### src/rtl/seg_scan_reader.sv
// -----------------------------------------------------------------------------
// seg_scan_reader
//
// Readback monitor for a multiplexed, active-low seven-segment display bus.
// Samples the shared segment lines and the per-digit enables, waits for each
// (digit, pattern) pair to stay put for STABLE_CYCLES synchronized samples
// (this rejects ghosting while the driver switches digits), decodes the
// pattern back to BCD and assembles a frame of DIGITS values that is offered
// on a valid/ready handshake.
//
// Optional build macro: SEG_SCAN_READER_BLANK_EN
//   defined   : 7'h7F (all segments dark) decodes as a legal blank
//               (value 4'hF, bad flag clear)
//   undefined : 7'h7F is an illegal glyph like any other unknown pattern
//
// Ports:
//   clk           system clock
//   rst_n         asynchronous, active-low reset
//   segment       segment lines, active-low, bit0=a .. bit6=g
//   digit_sel_n   digit enables, active-low, expected one-hot-low
//   frame_ready   consumer accepts the pending frame
//   frame_valid   a frame is pending
//   frame_digits  BCD values, digit k at [4k+3:4k]
//   frame_bad     per-digit flag: captured pattern was not a legal glyph
//   overrun       sticky: a completed frame was dropped
// -----------------------------------------------------------------------------
module seg_scan_reader #(
   parameter int DIGITS        = 4,
   parameter int STABLE_CYCLES = 4
) (
   input  logic                  clk,
   input  logic                  rst_n,
   input  logic [6:0]            segment,
   input  logic [DIGITS-1:0]     digit_sel_n,
   input  logic                  frame_ready,
   output logic                  frame_valid,
   output logic [4*DIGITS-1:0]   frame_digits,
   output logic [DIGITS-1:0]     frame_bad,
   output logic                  overrun
);

   localparam int               IW       = (DIGITS > 1) ? $clog2(DIGITS) : 1;
   localparam logic [7:0]       STABLE   = 8'(STABLE_CYCLES);
   localparam logic [DIGITS-1:0] ALL_ONES = '1;

   typedef enum logic {
      COLLECT = 1'b0,
      PENDING = 1'b1
   } state_t;

   // Returns {bad, value}. Patterns are active-low {g,f,e,d,c,b,a}.
   function automatic logic [4:0] decode(input logic [6:0] pat);
      case (pat)
         7'h40:   decode = 5'h00;
         7'h79:   decode = 5'h01;
         7'h24:   decode = 5'h02;
         7'h30:   decode = 5'h03;
         7'h19:   decode = 5'h04;
         7'h12:   decode = 5'h05;
         7'h02:   decode = 5'h06;
         7'h78:   decode = 5'h07;
         7'h00:   decode = 5'h08;
         7'h10:   decode = 5'h09;
`ifdef SEG_SCAN_READER_BLANK_EN
         7'h7F:   decode = 5'h0F;
`endif
         default: decode = 5'h1F;
      endcase
   endfunction

   // ---------------------------------------------------------------- sync
   logic [6:0]        seg_meta_reg, seg_sync_reg;
   logic [DIGITS-1:0] sel_meta_reg, sel_sync_reg;

   always_ff @(posedge clk or negedge rst_n) begin
      if (!rst_n) begin
         seg_meta_reg <= '0;
         seg_sync_reg <= '0;
         sel_meta_reg <= '0;
         sel_sync_reg <= '0;
      end else begin
         seg_meta_reg <= segment;
         seg_sync_reg <= seg_meta_reg;
         sel_meta_reg <= digit_sel_n;
         sel_sync_reg <= sel_meta_reg;
      end
   end

   // ------------------------------------------------------ select decode
   logic [3:0]    sel_cnt;
   logic [IW-1:0] sel_idx;
   logic          sel_ok;

   always_comb begin
      sel_cnt = '0;
      sel_idx = '0;
      for (int i = 0; i < DIGITS; i++) begin
         if (!sel_sync_reg[i]) begin
            sel_cnt = sel_cnt + 4'd1;
            sel_idx = IW'(i);
         end
      end
      sel_ok = (sel_cnt == 4'd1);
   end

   // ----------------------------------------------------------- stability
   logic [IW-1:0] prev_idx_reg;
   logic [6:0]    prev_seg_reg;
   logic [7:0]    cnt_reg, cnt_next;
   logic          same_pair, capture;

   assign same_pair = (sel_idx == prev_idx_reg) && (seg_sync_reg == prev_seg_reg);

   always_comb begin
      cnt_next = 8'd0;
      if (sel_ok) begin
         if (!same_pair)
            cnt_next = 8'd1;
         else if (cnt_reg == STABLE)
            cnt_next = STABLE;
         else
            cnt_next = cnt_reg + 8'd1;
      end
   end

   // One capture per dwell: only on the transition into STABLE.
   assign capture = sel_ok && (cnt_next == STABLE) && (cnt_reg != STABLE);

   always_ff @(posedge clk or negedge rst_n) begin
      if (!rst_n) begin
         prev_idx_reg <= '0;
         prev_seg_reg <= '0;
         cnt_reg      <= '0;
      end else begin
         cnt_reg <= cnt_next;
         if (sel_ok) begin
            prev_idx_reg <= sel_idx;
            prev_seg_reg <= seg_sync_reg;
         end
      end
   end

   // ------------------------------------------------------ working slots
   logic [4:0]        dec;
   logic [DIGITS-1:0] cap_onehot, mask_reg, mask_merged;
   logic              complete;
   logic [4*DIGITS-1:0] merged_digits;
   logic [DIGITS-1:0]   merged_bad;

   assign dec         = decode(seg_sync_reg);
   assign cap_onehot  = capture ? (DIGITS'(1) << sel_idx) : '0;
   assign mask_merged = mask_reg | cap_onehot;
   // The mask is cleared on every completion, so it can only fill on a capture.
   assign complete    = capture && (mask_merged == ALL_ONES);

   genvar gi;
   generate
      for (gi = 0; gi < DIGITS; gi++) begin : g_slot
         logic [3:0] slot_val_reg;
         logic       slot_bad_reg;

         always_ff @(posedge clk or negedge rst_n) begin
            if (!rst_n) begin
               slot_val_reg <= '0;
               slot_bad_reg <= 1'b0;
            end else if (cap_onehot[gi]) begin
               slot_val_reg <= dec[3:0];
               slot_bad_reg <= dec[4];
            end
         end

         // Completion must see the value being captured this very cycle.
         assign merged_digits[4*gi +: 4] = cap_onehot[gi] ? dec[3:0] : slot_val_reg;
         assign merged_bad[gi]           = cap_onehot[gi] ? dec[4]   : slot_bad_reg;
      end
   endgenerate

   // ------------------------------------------------------------- frame FSM
   state_t              state_reg;
   logic                frame_valid_reg;
   logic [4*DIGITS-1:0] frame_digits_reg;
   logic [DIGITS-1:0]   frame_bad_reg;
   logic                overrun_reg;

   always_ff @(posedge clk or negedge rst_n) begin
      if (!rst_n) begin
         state_reg        <= COLLECT;
         mask_reg         <= '0;
         frame_valid_reg  <= 1'b0;
         frame_digits_reg <= '0;
         frame_bad_reg    <= '0;
         overrun_reg      <= 1'b0;
      end else begin
         mask_reg <= complete ? '0 : mask_merged;
         case (state_reg)
            COLLECT: begin
               if (complete) begin
                  frame_digits_reg <= merged_digits;
                  frame_bad_reg    <= merged_bad;
                  frame_valid_reg  <= 1'b1;
                  state_reg        <= PENDING;
               end
            end
            PENDING: begin
               if (frame_ready) begin
                  if (complete) begin
                     // Back-to-back: hand over the old frame, present the new one.
                     frame_digits_reg <= merged_digits;
                     frame_bad_reg    <= merged_bad;
                  end else begin
                     frame_valid_reg <= 1'b0;
                     state_reg       <= COLLECT;
                  end
               end else if (complete) begin
                  overrun_reg <= 1'b1;
               end
            end
            default: begin
               state_reg       <= COLLECT;
               frame_valid_reg <= 1'b0;
            end
         endcase
      end
   end

   assign frame_valid  = frame_valid_reg;
   assign frame_digits = frame_digits_reg;
   assign frame_bad    = frame_bad_reg;
   assign overrun      = overrun_reg;

endmodule

### config.mk
export PLATFORM = sky130hd
export DESIGN_NAME = seg_scan_reader
export DESIGN_NICKNAME = d
export VERILOG_FILES = /design/src/rtl/seg_scan_reader.sv
export SDC_FILE = /design/constraint.sdc
export NUM_CORES = 1
export LEC_CHECK = 0
export CELL_PAD_IN_SITES_DETAIL_PLACEMENT = 1
export CELL_PAD_IN_SITES_GLOBAL_PLACEMENT = 1
export CORE_MARGIN = 4
export CORE_UTILIZATION = 42
export CTS_CLUSTER_SIZE = 28
export DETAILED_ROUTE_END_ITERATION = 10
export GPL_TIMING_DRIVEN = 0
export PLACE_DENSITY = 0.82
export SLEW_MARGIN = 20
export SYNTH_ARGS = -nofsm -noshare
export SYNTH_HDL_FRONTEND = slang
export SYNTH_SLANG_ARGS = --single-unit
### constraint.sdc
create_clock -name clk -period 3.3 [get_ports clk]
set_input_delay 0.33 -clock clk [delete_from_list [all_inputs] [get_ports clk]]
set_output_delay 0.33 -clock clk [all_outputs]
set_load 0.03 [all_outputs]
==> impl_metrics.ini, run 1 <==
[run_status]
status = finished clean

[finish]
diodes = 0
seq_area_mm2 = 0.002152
drive_gt1_share_pct = 27.68
syn_to_final_growth_pct = 24.52
layout_common_cells = dfrtp_1 (86), mux2_2 (34), clkdlybuf4s50_1 (34), a21oi_1 (14), nor2_1 (12)
multi_input_area_mm2 = 0.001602
fillCellCount = 860
nNetsFinal = 368
finalCoreUtilization_pct = 53.56
final_common_cell = dfrtp_1

[place]
port_buffers = 35
globalplace.congestion = 0.7949
pre_cts_ws_ns = -0.3580
hpwl_um = 5464

[detailed_routing]
num_vias = 2468
finalWirelength_um = 8728
dr.pass1.iters = 4
drc = 0
drt_iter0_drc = 118
vias_per_cell = 5.342
avgRoutedWirePerCell_um = 18.89
antenna_left = 0

[sta]
drv_slew = 0
max_freq_mhz = 304.0
post-route-period-util_pct = 99.69
finClkSkew_ns = 0.01399
setup_viol = 0
relSlewSlack_pct = 36.05
setup_ws_ns = 0.01016
min_period_ns = 3.290
report.final.hold_viol_count = 0
tightest_slew_ns = 0.9524
rsz0062_at_grt = yes

[floorplanning]
start_util_pct = 43.01
core_region_area_mm2 = 0.008721
die_y_um = 102.5
rows = 34
io_pins = 36
die-area_mm2 = 0.01051
die_w_um = 102.5

[critical_path]
cp_common_cell = mux2_4
worstSetupStartpoint = sel_sync_reg[1]
crit_arrival_ns = 3.53
cp_slowest_cell = or4_4
crit_required_ns = 3.54
setup.worst_path.class = reg -> reg
r2r_start = sel_sync_reg[1]
critPathBufInv = 0
critPathLaunchType = flip-flop
end_kind = flip-flop
cp_top_family = simple AND/OR/NAND/NOR gates
critPathMaxStageDelay_ns = 0.55
path_max_fanout = 6
path_cells = ha_2 > nor2b_2 > a21oi_2 > ha_1 > or3_1 > o211a_4 > nor3_4 > nand4_4 > or4_4 > mux2_4 > mux2_4

[global_route]
grt_max_degree = 46
grtUsageTotal_pct = 17.26
grt_pass1_vias = 2783
grt_pass1_wl_um = 14030
overflow = 0
antenna_found_initial = 0

[synth]
synthArstFlopShare_pct = 100.0
synth-edff-count = 0
synth_nets = 310
synth_cell_types = 48
synth_cells = 291
syn-mean-instance-area_um2 = 12.89
yosys.area.top_type = dfrtp_1
netlist_area_mm2 = 0.003751
synth_area_leaders = dfrtp_1 (57%), mux2_2 (12%), xnor2_1 (2.6%)
seq_area_frac_synth_pct = 57.37
synth_top_area_share_pct = 57.37
ys.flop_type = dfrtp_1
ys_seq_elements = 86
ys_warn_count = 0

[worst_hold_path]
hold_path.class = reg -> reg
holdCritStartpoint = seg_meta_reg[3]

[cts]
clockBufferDepth = 2
clock_latency_ns = 0.35
cts_tree = done
htreeDepth = 3
root_buffer = clkbuf_8
numCtsBuffers = 9
path_clk_slew_ns = 0.09
cts.sinks = 86

[power_and_ir_drop]
p_per_area_mw_per_mm2 = 471.3
p_leak_nw = 2.055
ir_drop_v = 0.0003022

[run]
cap_violations = 0
-- power by group --
| part | switching (W) | internal, W |
|---|---|---|
| logic | 0.000120 | 0.000111 |
| registers | 0.0000377 | 0.00110 |
| clock network | 0.000393 | 0.000435 |
| total | 0.000551 | 0.00165 |
-- worst paths after layout --
check	depth (start not counted)	slack, ns	end
setup / recovery	11	0.01	frame_digits[12]
min in group asynchronous	2	0.52	g_slot[0].slot_val_reg[3]
hold reg to reg	0	0.35	seg_sync_reg[3]
hold / removal	0	0.35	seg_sync_reg[3]
setup reg to reg	11	0.01	frame_digits[12]
max in group asynchronous	3	2.15	seg_meta_reg[1]
-- per-stage QoR --
step	cell area [um2]	power [W]	instances	hold WS, ns	TNS (ns)
2_1_floorplan	3766	0.001297	291	0.03441	0
3_3_place_gp	4252	0.001358	434	0.3314	-90.63
3_5_place_dp	4269	0.001377	435	0.3363	-5.412
4_1_cts	4593	0.002208	459	0.3565	-0.01137
5_1_grt	4671	0.002295	462	0.3593	-1.046
6_report	4671	0.002201	462	0.3537	0
-- Yosys cell counts (2+ instances only) --
cell	n
or3_1	2
nor4_2	3
a211oi_1	3
mux2_2	39
nand3_1	7
o21ai_0	2
or2_2	2
ha_1	5
or4_1	2
inv_1	10
nor3b_1	3
a21oi_1	15
xnor2_1	11
nand4_1	5
nand3b_1	2
buf_2	8
nor3_1	4
nand2b_1	11
dfrtp_1	86
nor2_1	12
nor4_1	2
nor4b_1	2
mux2_4	5
xor2_1	8
and2_1	2
clkbuf_1	2
mux2i_1	5
nand2_1	6
o21a_1	2
nor2b_1	7
-- repair_timing --
action,CTS,global route
buffers inserted,7,3
pin swaps,4,1
hold buffers,1,0
cloned,0,1
endpoints found under the setup margin,38,24
hold endpoints to repair,44,0
resized for setup,8,19
-- layer usage --
layer,share of wire [%],track usage [%]
met1,41,20.26
met5,0,0
met4,1.7,5.348
met2,54,31.48
met3,3.3,3.654
-- cells by family (layout without fill, tap and decap cells) --
logic type	after synthesis	after routing	synth area share, %
DFF	86	86	57.37
and+or+nand+nor	80	80	13.91
muxes	49	49	15.04
AOI/OAI and AO/OA	31	31	5.204
buffers and inverters	21	84	2.368
xor gates and xnor gates	19	19	4.436
adders and majority gates	5	5	1.668
-- layout make-up --
| cell class | instances | share of cell area [%] |
|---|---|---|
| clock buffer | 10 | 2.732 |
| sequential | 86 | 46.08 |
| clock inverter | 6 | 2.009 |
| tap | 108 | 2.893 |
| timing repair buffer | 48 | 10.02 |
| multi-input combinational | 184 | 34.29 |
| buffer | 10 | 1.179 |
| inverter | 10 | 0.8036 |
Note: power is estimated with default switching activity, not from simulation.
==> run 2, diff against run 1 <==
SETUP_SLACK_MARGIN = 0.5   (was unset)
==> run 2 against run 1 <==
  * The run now ends with negative hold slack, negative setup slack left
  * Cell area is 4.7% higher
  * First-iteration DRC count is 38% lower
  * Non-clock buffer count is 20 higher
  * Fmax is 0.88% lower
  * Hold slack worse by 0.37 ns
  * Register-to-register slack worse by 0.03 ns
  * Global-route usage is 0.25 points lower
  * Clock power is 17% lower
  * Core utilization is 2.5 points higher
==> impl_metrics.ini, run 2 (synthesized netlist as in run 1, its figures left out) <==
[sta]
min_period_ns = 3.319
max_freq_mhz = 301.3
rsz0062_at_grt = yes
drv_slew = 0
finClkSkew_ns = 0.01024
setup_ws_ns = -0.01898
post-route-period-util_pct = 100.6
tightest_slew_ns = 0.9548
report.final.hold_viol_count = 32
setup_viol = 3
holdWs_ns = -0.01433
relSlewSlack_pct = 35.89

[run]
cap_violations = 0

[cts]
cts.sinks = 86
path_clk_slew_ns = 0.10
numCtsBuffers = 9
cts_tree = done
root_buffer = clkbuf_8
htreeDepth = 3
clock_latency_ns = 0.36
cts_hold_buf = 0
clockBufferDepth = 2

[power_and_ir_drop]
p_per_area_mw_per_mm2 = 432.6
p_int_w = 0.001537
combPwrFrac_pct = 13.5
pwr-share-clk_pct = 32.6
switchingPower_w = 0.0005785
ir_drop_v = 0.0002469
p_leak_nw = 2.170
pwr-share-seq_pct = 53.9
p_sw_share_pct = 27.35

[global_route]
overflow = 0
grt_pass1_wl_um = 13690
grt_max_degree = 47
grtUsageTotal_pct = 17.01
grt_pass1_vias = 2728
antenna_found_initial = 0

[run_status]
violations = negative hold slack, negative setup slack
status = finished with violations

[critical_path]
end_kind = flip-flop
critPathLaunchType = flip-flop
crit_required_ns = 3.55
setup.worst_path.class = reg -> reg
path_max_fanout = 6
crit_arrival_ns = 3.57
reg2regPathDepth = 12

[finish]
nNetsFinal = 388
drive_gt1_share_pct = 32.89
fin_cells = 482
fin_area_mm2 = 0.004891
diodes = 0
finalCoreUtilization_pct = 56.08
layout_common_cells = dfrtp_1 (85), clkdlybuf4s50_1 (34), buf_4 (23), mux2_4 (22), mux2_2 (22)
syn_to_final_growth_pct = 30.39
final_common_cell = dfrtp_1

[place]
placed_cells = 435
globalplace.congestion = 0.8161
pre_cts_ws_ns = -0.1178
port_buffers = 35
hpwl_um = 5225
place_area_mm2 = 0.004325

[floorplanning]
io_pins = 36
start_util_pct = 43.01
die_w_um = 102.5
die-area_mm2 = 0.01051
rows = 34
core_region_area_mm2 = 0.008721
die_y_um = 102.5

[detailed_routing]
antenna_left = 0
drc = 0
num_vias = 2555
finalWirelength_um = 9174
vias_per_cell = 5.301
dr.pass1.iters = 4
drt_iter0_drc = 73
avgRoutedWirePerCell_um = 19.03

[worst_hold_path]
hold_path.class = in -> async
[run 2: cell types whose count changed in the layout (fill, tap and decap cells not counted), sizes merged]
cell         change
clkbuf           +1
buf             +20
dlygate4sd3      -1
bufinv           -2
clkinvlp         +2
[run 2: routing by layer]
metal	routed length (um)	track usage, %
met1	3980	21.74
met2	4814	28.85
met3	237	2.706
met4	141	6.963
met5	0	0
[run 2: area by class of cell]
class | count | area (um2)
Buffer | 11 | 77.57
Sequential cell | 86 | 2153
Clock inverter | 6 | 46.29
Tap cell | 108 | 135.1
Timing Repair Buffer | 67 | 660.6
Inverter | 10 | 37.54
Fill cell | 870 | 3830
Multi-Input combinational cell | 184 | 1653
Clock buffer | 10 | 127.6
[run 2: repair_timing]
action,4_1_cts,5_1_grt
pin swaps,3,6
endpoints found under the setup margin,51,61
endpoints found under the hold margin,0,0
buffers inserted,18,11
resized for setup,12,23
gates cloned,1,1
[run 2: final timing paths]
kind                                     to  slack (ns)             from
max                        frame_digits[13]       -0.02  sel_sync_reg[1]
max reg2reg                frame_digits[13]       -0.02  sel_sync_reg[1]
min in group clk            sel_sync_reg[1]        0.35  sel_meta_reg[1]
min                         frame_digits[4]       -0.01            rst_n
max in group asynchronous   sel_sync_reg[1]        2.66            rst_n
min reg2reg                 sel_sync_reg[1]        0.35  sel_meta_reg[1]
[run 2: power by group through the flow]
stage | registers, W | logic [W] | clock network, W
2_1_floorplan | 0.00115 | 0.000145 | 0
3_3_place_gp | 0.00116 | 0.000203 | 0
5_1_grt | 0.00115 | 0.000311 | 0.000751
3_5_place_dp | 0.00116 | 0.000215 | 0
4_1_cts | 0.00114 | 0.000238 | 0.000703
6_report | 0.00114 | 0.000285 | 0.000690
[run 2: critical path, stage by stage (launching register included)]
cell     delay (ns)
dfrtp_2        0.43
inv_2          0.07
ha_4           0.20
xnor2_2        0.13
ha_1           0.32
or3_1          0.36
o211a_4        0.17
nor3_4         0.16
nand4_4        0.16
or4_4          0.46
buf_6          0.16
mux2_4         0.31
mux2_2         0.27
[run 2: metrics by stage]
step	total power (W)	TNS [ns]
floorplan	0.001298	0
global placement	0.001359	-96.90
detailed placement	0.001374	-1.219
CTS	0.002079	0
global route	0.002210	-1.410
finish	0.002116	-0.03915
